`src/rtl/pending_request_encoder_pkg.sv`:
```
// Shared definitions for the pending request encoder: FSM state encoding
// and selection policy constants.
package pending_request_encoder_pkg;

    // The handshake FSM alternates between looking for work and presenting it.
    typedef enum logic {
        IDLE = 1'b0,
        HOLD = 1'b1
    } state_t;

    // Selection policy values for the RR_MODE parameter.
    localparam int MODE_FIXED = 0;
    localparam int MODE_RR    = 1;

endpackage

```
`src/rtl/pending_request_encoder_pick.sv`:
```
// Combinational find-first-set: returns the lowest set index of vec and a
// flag telling whether any bit was set. idx is 0 when nothing is found.
module prio_pick_lsb #(
    parameter  int N = 8,
    localparam int W = $clog2(N)
) (
    input  logic [N-1:0] vec,
    output logic [W-1:0] idx,
    output logic         found
);

    // Scan from the top down so the lowest set bit is the last one written.
    always_comb begin
        idx   = '0;
        found = 1'b0;
        for (int i = N - 1; i >= 0; i--) begin
            if (vec[i]) begin
                idx   = W'(i);
                found = 1'b1;
            end
        end
    end

endmodule

```
`src/rtl/pending_request_encoder.sv`:
```
// Registered priority encoder: request pulses are captured into sticky
// pending bits, one eligible index is selected (fixed priority or
// round-robin) and offered on a valid/ready handshake. The served pending
// bit is cleared on acceptance unless it is re-requested in that same cycle.
module pending_request_encoder
    import pending_request_encoder_pkg::*;
#(
    parameter  int N       = 8,
    parameter  int RR_MODE = MODE_FIXED,
    localparam int W       = $clog2(N)
) (
    input  logic         clk,
    input  logic         rst,
    input  logic [N-1:0] REQ_IN,
    input  logic [N-1:0] MASK,
    output logic [W-1:0] OUT_IDX,
    output logic         OUT_VALID,
    input  logic         OUT_READY,
    output logic [N-1:0] PENDING,
    output logic         DUP_REQ
);

    state_t       state;
    state_t       state_nxt;

    logic [N-1:0] pending;
    logic [N-1:0] pending_nxt;
    logic [N-1:0] clr;
    logic [N-1:0] elig;
    logic [N-1:0] below_ptr;
    logic [N-1:0] elig_upper;

    logic [W-1:0] out_idx;
    logic [W-1:0] idx_nxt;
    logic [W-1:0] rr_ptr;
    logic [W-1:0] rr_nxt;
    logic [W-1:0] up_idx;
    logic [W-1:0] wrap_idx;
    logic [W-1:0] sel_idx;

    logic         out_valid;
    logic         valid_nxt;
    logic         dup_req;
    logic         dup_nxt;
    logic         up_found;
    logic         wrap_found;
    logic         accept;

    // A transfer happens only while an index is actually being presented.
    assign accept = out_valid & OUT_READY;

    // One-hot clear of the index being accepted this cycle.
    always_comb begin
        clr = '0;
        if (accept) begin
            clr[out_idx] = 1'b1;
        end
    end

    // New requests are ORed in after the clear so a same-cycle re-request
    // keeps the bit set; a request landing on a bit that stays pending is a
    // duplicate.
    assign pending_nxt = (pending & ~clr) | REQ_IN;
    assign dup_nxt     = |(REQ_IN & pending & ~clr);

    // Masked channels keep their pending bit but cannot be selected.
    assign elig = pending & ~MASK;

    // Channels strictly below the round-robin pointer form the wrap region.
    always_comb begin
        below_ptr = '0;
        for (int i = 0; i < N; i++) begin
            below_ptr[i] = (W'(i) < rr_ptr);
        end
    end

    assign elig_upper = elig & ~below_ptr;

    prio_pick_lsb #(.N(N)) u_pick_upper (
        .vec   (elig_upper),
        .idx   (up_idx),
        .found (up_found)
    );

    prio_pick_lsb #(.N(N)) u_pick_wrap (
        .vec   (elig),
        .idx   (wrap_idx),
        .found (wrap_found)
    );

    // Round-robin prefers channels at or after the pointer and falls back to
    // the lowest eligible channel; fixed priority always takes the lowest.
    assign sel_idx = ((RR_MODE == MODE_RR) && up_found) ? up_idx : wrap_idx;

    // Next-state logic: select in IDLE, hold the offer stable until accepted.
    always_comb begin
        state_nxt = state;
        idx_nxt   = out_idx;
        valid_nxt = out_valid;
        rr_nxt    = rr_ptr;
        case (state)
            IDLE: begin
                if (wrap_found) begin
                    idx_nxt   = sel_idx;
                    valid_nxt = 1'b1;
                    state_nxt = HOLD;
                end
            end
            HOLD: begin
                if (OUT_READY) begin
                    valid_nxt = 1'b0;
                    rr_nxt    = (out_idx == W'(N - 1)) ? '0 : out_idx + W'(1);
                    state_nxt = IDLE;
                end
            end
            default: begin
                state_nxt = IDLE;
                valid_nxt = 1'b0;
            end
        endcase
    end

    // FSM, presented index and round-robin pointer registers.
    always_ff @(posedge clk) begin
        if (rst) begin
            state     <= IDLE;
            out_idx   <= '0;
            out_valid <= 1'b0;
            rr_ptr    <= '0;
        end else begin
            state     <= state_nxt;
            out_idx   <= idx_nxt;
            out_valid <= valid_nxt;
            rr_ptr    <= rr_nxt;
        end
    end

    // Sticky pending vector and the duplicate-request pulse.
    always_ff @(posedge clk) begin
        if (rst) begin
            pending <= '0;
            dup_req <= 1'b0;
        end else begin
            pending <= pending_nxt;
            dup_req <= dup_nxt;
        end
    end

    assign OUT_IDX   = out_idx;
    assign OUT_VALID = out_valid;
    assign PENDING   = pending;
    assign DUP_REQ   = dup_req;

endmodule
```
`config.mk`:
```
export PLATFORM = sky130hd
export DESIGN_NAME = pending_request_encoder
export DESIGN_NICKNAME = d
export VERILOG_FILES = /design/src/rtl/pending_request_encoder_pkg.sv /design/src/rtl/pending_request_encoder_pick.sv /design/src/rtl/pending_request_encoder.sv
export SDC_FILE = /design/constraint.sdc
export NUM_CORES = 1
export LEC_CHECK = 0
export BUFFER_PORTS_ARGS = -buffer_cell sky130_fd_sc_hd__buf_4
export CAP_MARGIN = 30
export CELL_PAD_IN_SITES_DETAIL_PLACEMENT = 1
export CELL_PAD_IN_SITES_GLOBAL_PLACEMENT = 2
export CORE_UTILIZATION = 24
export CTS_CLUSTER_DIAMETER = 150
export CTS_CLUSTER_SIZE = 40
export DETAILED_ROUTE_END_ITERATION = 10
export PLACE_DENSITY_LB_ADDON = 0.08
export SYNTH_ARGS = -nofsm -noshare
export SYNTH_HDL_FRONTEND = slang
export SYNTH_SLANG_ARGS = --single-unit
```
`constraint.sdc`:
```
create_clock -name clk -period 1.55 [get_ports clk]
set_input_delay 0.0775 -clock clk [delete_from_list [all_inputs] [get_ports clk]]
set_output_delay 0.0775 -clock clk [all_outputs]
set_load 0.05 [all_outputs]
```
**Word level (Yosys, flattened, before mapping)**

Cells that the tools add are included.

- Bits in registers: 14
- Bits of input ports: 19

- Order comparisons: 2
- Equality and inequality tests: 2
- Mux-type cells: 25
- Bitwise gates (word level): 9
- Reduce and logical (&&, ||, !) cells: 4

Operator list:

| kind | number |
|---|---|
| 8-bit AND | 4 |
| 3-bit two-way mux | 8 |
| 8-bit inverter | 2 |
| 1-bit two-way mux | 13 |
| 8-bit two-way mux | 1 |
| 8-bit bitwise OR | 1 |
| 8-bit OR reduction | 1 |
| 3-bit by 4-bit less-than comparator with 1-bit output (second input constant) | 1 |
| 1-bit one-hot mux with 2 select lines | 2 |
| 2-bit AND reduction | 2 |
| 1-bit demux with 3-bit select | 1 |
| 3-bit by 1-bit greater-or-equal comparator with 1-bit output (second input constant) | 1 |
| 2-bit by 1-bit != test with 1-bit output (second input constant) | 1 |
| 2-bit != test (second input constant) | 1 |
| 1-bit AND | 1 |
| 1-bit logical AND | 1 |
| 1-bit inverter | 1 |

**Depth between registers and ports, before layout**

- Depth in word-level cells: 12
- Gate-level depth with buffers: 5
- Mapped depth without buffers: 5

**Hierarchy**

From an unflattened synthesis, not the netlist that was laid out.

- Cell total of the unflattened synthesis: 95
- Area total of the unflattened synthesis: 738.2 um2

Modules (own cells, without submodules):

| module | times used | cells an instance | area an instance (um2) | seq. area each (um2) |
|---|---|---|---|---|
| pending_request_encoder | 1 | 82 | 658.1 | 280.3 |
| prio_pick_lsb | 1 | 13 | 80.1 | 0.0 |

**Least setup slack after synthesis**

No wires, ideal clock.

- Kind: register to register
- Start: register out_idx[0] (netlist: OUT_IDX[0])
- End: register dup_req (netlist: DUP_REQ)
- Arrival time: 1,497 ps
- Required time: 1,412 ps
- Path slack: -85 ps
- Cell stages (with the launch flop): 6
- Path buffers: 0
- Clock period less this slack: 1,635 ps
- Cells stage by stage: dfxtp_1 > and3_1 > nand3_1 > and3_2 > nor4_2 > a41oi_1

- Longest elaborated chain between the ends: 8
- Elaborated cells on any way between the ends: 9
- Those cells by class: 2 x order compare; 3 x mux; 2 x bitwise; 2 x reduce/logical

Ends and longest elaborated chain:

| item | RTL line | source |
|---|---|---|
| start: declaration | pending_request_encoder.sv:33 | `logic [W-1:0] out_idx;` |
| start signal: assignment | pending_request_encoder.sv:132 | `out_idx <= idx_nxt;` |
| 3-bit by 4-bit less-than comparator with 1-bit output (implied by the code) or 3-bit by 1-bit greater-or-equal comparator with 1-bit output (tied branches) | pending_request_encoder.sv:56 | `clr[out_idx] = 1'b1;` |
| 1-bit logical AND (implied by the code) | pending_request_encoder.sv:56 |  |
| 1-bit two-way mux (implied by the code) | pending_request_encoder.sv:56 |  |
| 1-bit demux with 3-bit select * | pending_request_encoder.sv:56 |  |
| 8-bit two-way mux * | pending_request_encoder.sv:55 | `if (accept) begin` |
| 8-bit inverter * | pending_request_encoder.sv:64 | `assign dup_nxt = \|(REQ_IN & pending & ~clr);` |
| 8-bit AND * | pending_request_encoder.sv:64 |  |
| 8-bit OR reduction * | pending_request_encoder.sv:64 |  |
| end signal: assignment | pending_request_encoder.sv:145 | `dup_req <= dup_nxt;` |
| end: declaration | pending_request_encoder.sv:43 | `logic dup_req;` |

Mark *: on every way between the ends. The rest lies on a longest branch, timed or not.
A chain may end at the register's enable or synchronous reset.

**Final worst setup path**

- Start: register pending[2] (netlist: PENDING[2])
- End: register out_idx[0] (netlist: OUT_IDX[0])

- Longest elaborated chain between the ends: 5
- Elaborated cells on any way between the ends: 8
- Those cells by class: 6 x mux; 1 x bitwise; 1 x reduce/logical

Ends and longest elaborated chain:

| item | RTL line | source |
|---|---|---|
| start: declaration | pending_request_encoder.sv:26 | `logic [N-1:0] pending;` |
| start signal: assignment | pending_request_encoder.sv:144 | `pending <= pending_nxt;` |
| 8-bit AND * | pending_request_encoder.sv:67 | `assign elig = pending & ~MASK;` |
| 1-bit two-way mux (3 in a row) | pending_request_encoder_pick.sv:17 | `if (vec[i]) begin` |
| 2-bit AND reduction (no line) | -- |  |

Marked as above.

==> impl_metrics.py <==
metrics = {
    "power_and_ir_drop": {
        "vdd_ir_drop_max_mv": 0.553,
        "p_per_area_mw_per_mm2": 938,
        "p_leak_nw": 0.473,
        "finalPower_mw": 0.999,
    },
    "logic_synthesis": {
        "yosys.area.top_type": "dfxtp_1",
        "synth_area_sq_um": 713,
        "synth-adder-area-share": 0,
        "syn_nets": 109,
        "synth-xor-area-share": 0,
        "ys_ff_latch": 14,
        "yosysSeqAreaShare": 0.393,
        "ys_warn_count": 0,
        "yosys.area_share.simple": 0.409,
        "synth_cell_types": 25,
        "yosys.area.top_type_share": 0.393,
        "synth-compound-area-share": 0.186,
        "ys.flop_type": "dfxtp_1",
        "synth_mux_area_frac": 0,
        "ys_top_cells_by_area": "dfxtp_1 39%, a21oi_1 9.1%, nor2_1 8.4%, nor2b_1 6.1%, nand3_1 4.2%",
        "syn_area_per_cell_sq_um": 7.92,
        "synth_edf_count": 0,
        "netlist_instances": 90,
        "synthArstFlopShare": 0,
        "synth_top_family_by_area": "simple AND/OR/NAND/NOR gates",
    },
    "finish": {
        "finalInstanceArea_sq_mm": 0.00106,
        "final_cell_mix": "33 x buf_4, 16 x nor2_1, 13 x a21oi_1",
        "area_delta_synth_final_pct": 49.3,
        "drive_above_1_share": 0.409,
        "finish.net_count": 148,
        "multi_input_area_sq_um": 439,
        "regArea_sq_um": 293,
        "n_fill_cell": 360,
        "final_common_cell": "buf_4",
        "antenna_cells": 0,
    },
    "hold_path": {
        "min_path_type": "input port to flop",
        "hold_start": "REQ_IN[3]",
        "min_to": "PENDING[3]",
        "worst_hold_path.num_cells": 3,
    },
    "sta": {
        "max_slew_margin": 0.772,
        "setup_viol": 0,
        "finalMaxSlewViolations": 0,
        "skew_ps": 6.09,
        "period_share": 0.933,
        "clock.fmax_mhz": 692,
        "fin_crit_ps": 1450,
        "worst_pin_slew_ps": 342,
        "hold_viol": 0,
    },
    "global_route": {
        "antenna_found_initial": 0,
        "grt_max_degree": 15,
        "grt_pass1_vias": 805,
        "grtUsageTotal": 0.156,
        "grt_pass1_wl_um": 3670,
        "grt-ovfl-total": 0,
    },
    "placed_design": {
        "numPortBuffers": 31,
        "hpwlAfterDp_um": 1790,
        "place_area_sq_mm": 0.00101,
        "routabilityCongestion": 0.713,
    },
    "floorplan": {
        "fp.dieArea_sq_mm": 0.00319,
        "start_util": 0.256,
        "row_count": 19,
        "die_h_um": 56.5,
        "dieWidth_um": 56.5,
        "io_pins": 32,
        "coreArea_sq_mm": 0.00278,
    },
    "run": {
        "drv_cap": 0,
    },
    "cts": {
        "cts.sinks": 14,
        "cts-root-buf": "clkbuf_4",
        "cts_buffers": 3,
        "max-clock-path-buffers": 2,
        "cts_max_level": 1,
        "clk_pin_slew_ps": 90,
        "post_cts_buffers": 0,
        "insertion_delay_ps": 290,
        "cts_tree": "built",
    },
    "worst_setup_path": {
        "regToRegSetupSlack_ps": 100,
        "critPathCaptureType": "flop",
        "path_buf_inv": 0,
        "cp_top_family": "simple AND/OR/NAND/NOR gates",
        "start_kind": "flop",
        "r2r_end": "OUT_IDX[0]",
        "critPathMaxStageDelay_ps": 360,
        "reg2regPathDepth": 5,
        "crit_required_ps": 1720,
        "arrival_ps": 1620,
        "crit_type": "flop to flop",
        "cp_max_fo": 5,
        "worstPathCellList": "and2b_1 -> nor4_4 -> a31oi_2 -> o31ai_1 -> o32ai_1",
        "worst_path_max_delay_cell": "nor4_4",
        "r2r-start": "PENDING[2]",
    },
    "routing": {
        "drt_wl_total_um": 2340,
        "drt_pass1_iterations": 2,
        "postRouteAntennaNets": 0,
        "first_iter_violations": 9,
        "drcViolationCount": 0,
        "via_per_inst": 4.94,
        "vias": 780,
        "wl_per_cell_um": 14.8,
    },
    "run_status": {
        "status": "completed",
    },
}
==> flip-flops by register name, summed over array words and instances (netlist names) <==
register and flops:
DUP_REQ 1, OUT_IDX 3, OUT_VALID 1, PENDING 8, state 1
==> synthesized netlist by cell type (2+ instances only) <==
master / n
a21oi_1: 13
and3_1: 4
nand3_1: 6
nor3_1: 2
nor4_2: 2
dfxtp_1: 14
nand2b_1: 2
nor2b_1: 7
and2b_1: 3
nor2_1: 16
nand2_1: 6
a31oi_1: 2
==> through the flow <==
stage | hold WS (ps) | TNS (ps) | cells | worst slack, ps | util
after floorplan | 157 | 0 | 90 | 2.23 | -
after global placement | 293 | 0 | 153 | 129 | 0.362
after detailed placement | 300 | 0 | 153 | 117 | 0.362
after CTS | 3.31 | 0 | 158 | 64.3 | 0.377
after global routing | 12.9 | -5.93 | 158 | -5.93 | 0.383
final | 8.67 | 0 | 158 | 104 | 0.383
==> cell type report <==
cell class                 count  share of cell area
tap                           31              0.0364
multi-input combinational     74               0.412
timing repair buffer          35               0.251
clock buffer                   3              0.0212
sequential                    14               0.275
inverter                       1             0.00353
==> timing repair <==
action / 4_1_cts / 5_1_grt
setup endpoints to repair: 0 / 1
hold buffers: 2 / 0
hold endpoints to repair: 2 / 0
resized for setup: 0 / 2
==> report_power, final <==
group,leakage (nW),internal (mW),switching [mW]
clock network,0.0138,0.0904,0.130
registers,0.119,0.397,0.0426
logic,0.340,0.137,0.201
total,0.473,0.625,0.374
==> kinds of logic after synthesis <==
kind of cell           after synthesis
buffers and inverters                2
DFF                                 14
and+or+nand+nor                     52
AOI/OAI and AO/OA                   22
==> worst max-delay path by stage <==
stage               depth (start not counted)          to  slack, ps       start
floorplan                                   4     DUP_REQ          2  OUT_IDX[2]
global placement                            5     DUP_REQ        130  OUT_IDX[2]
detailed placement                          5     DUP_REQ        120  OUT_IDX[2]
CTS                                         5  OUT_IDX[0]         60  PENDING[0]
global route                                5  OUT_IDX[0]         -6  PENDING[7]
finish                                      5  OUT_IDX[0]        100  PENDING[2]
==> worst reg2reg max path, delay by kind of cell (launching register included) <==
family           cells  cell delay, ps
flip-flops           1             340
AO/OA/AOI/OAI        3             390
AND/OR/NAND/NOR      2             610
==> routing by layer <==
layer	part of all wire	global-route usage	wire, um
met1	0.47	0.186	1090
met3	0.045	0.0530	104
met5	0	0	0
met4	0.0060	0.0523	14
met2	0.48	0.259	1120
Power figures use the tool's default switching activity.
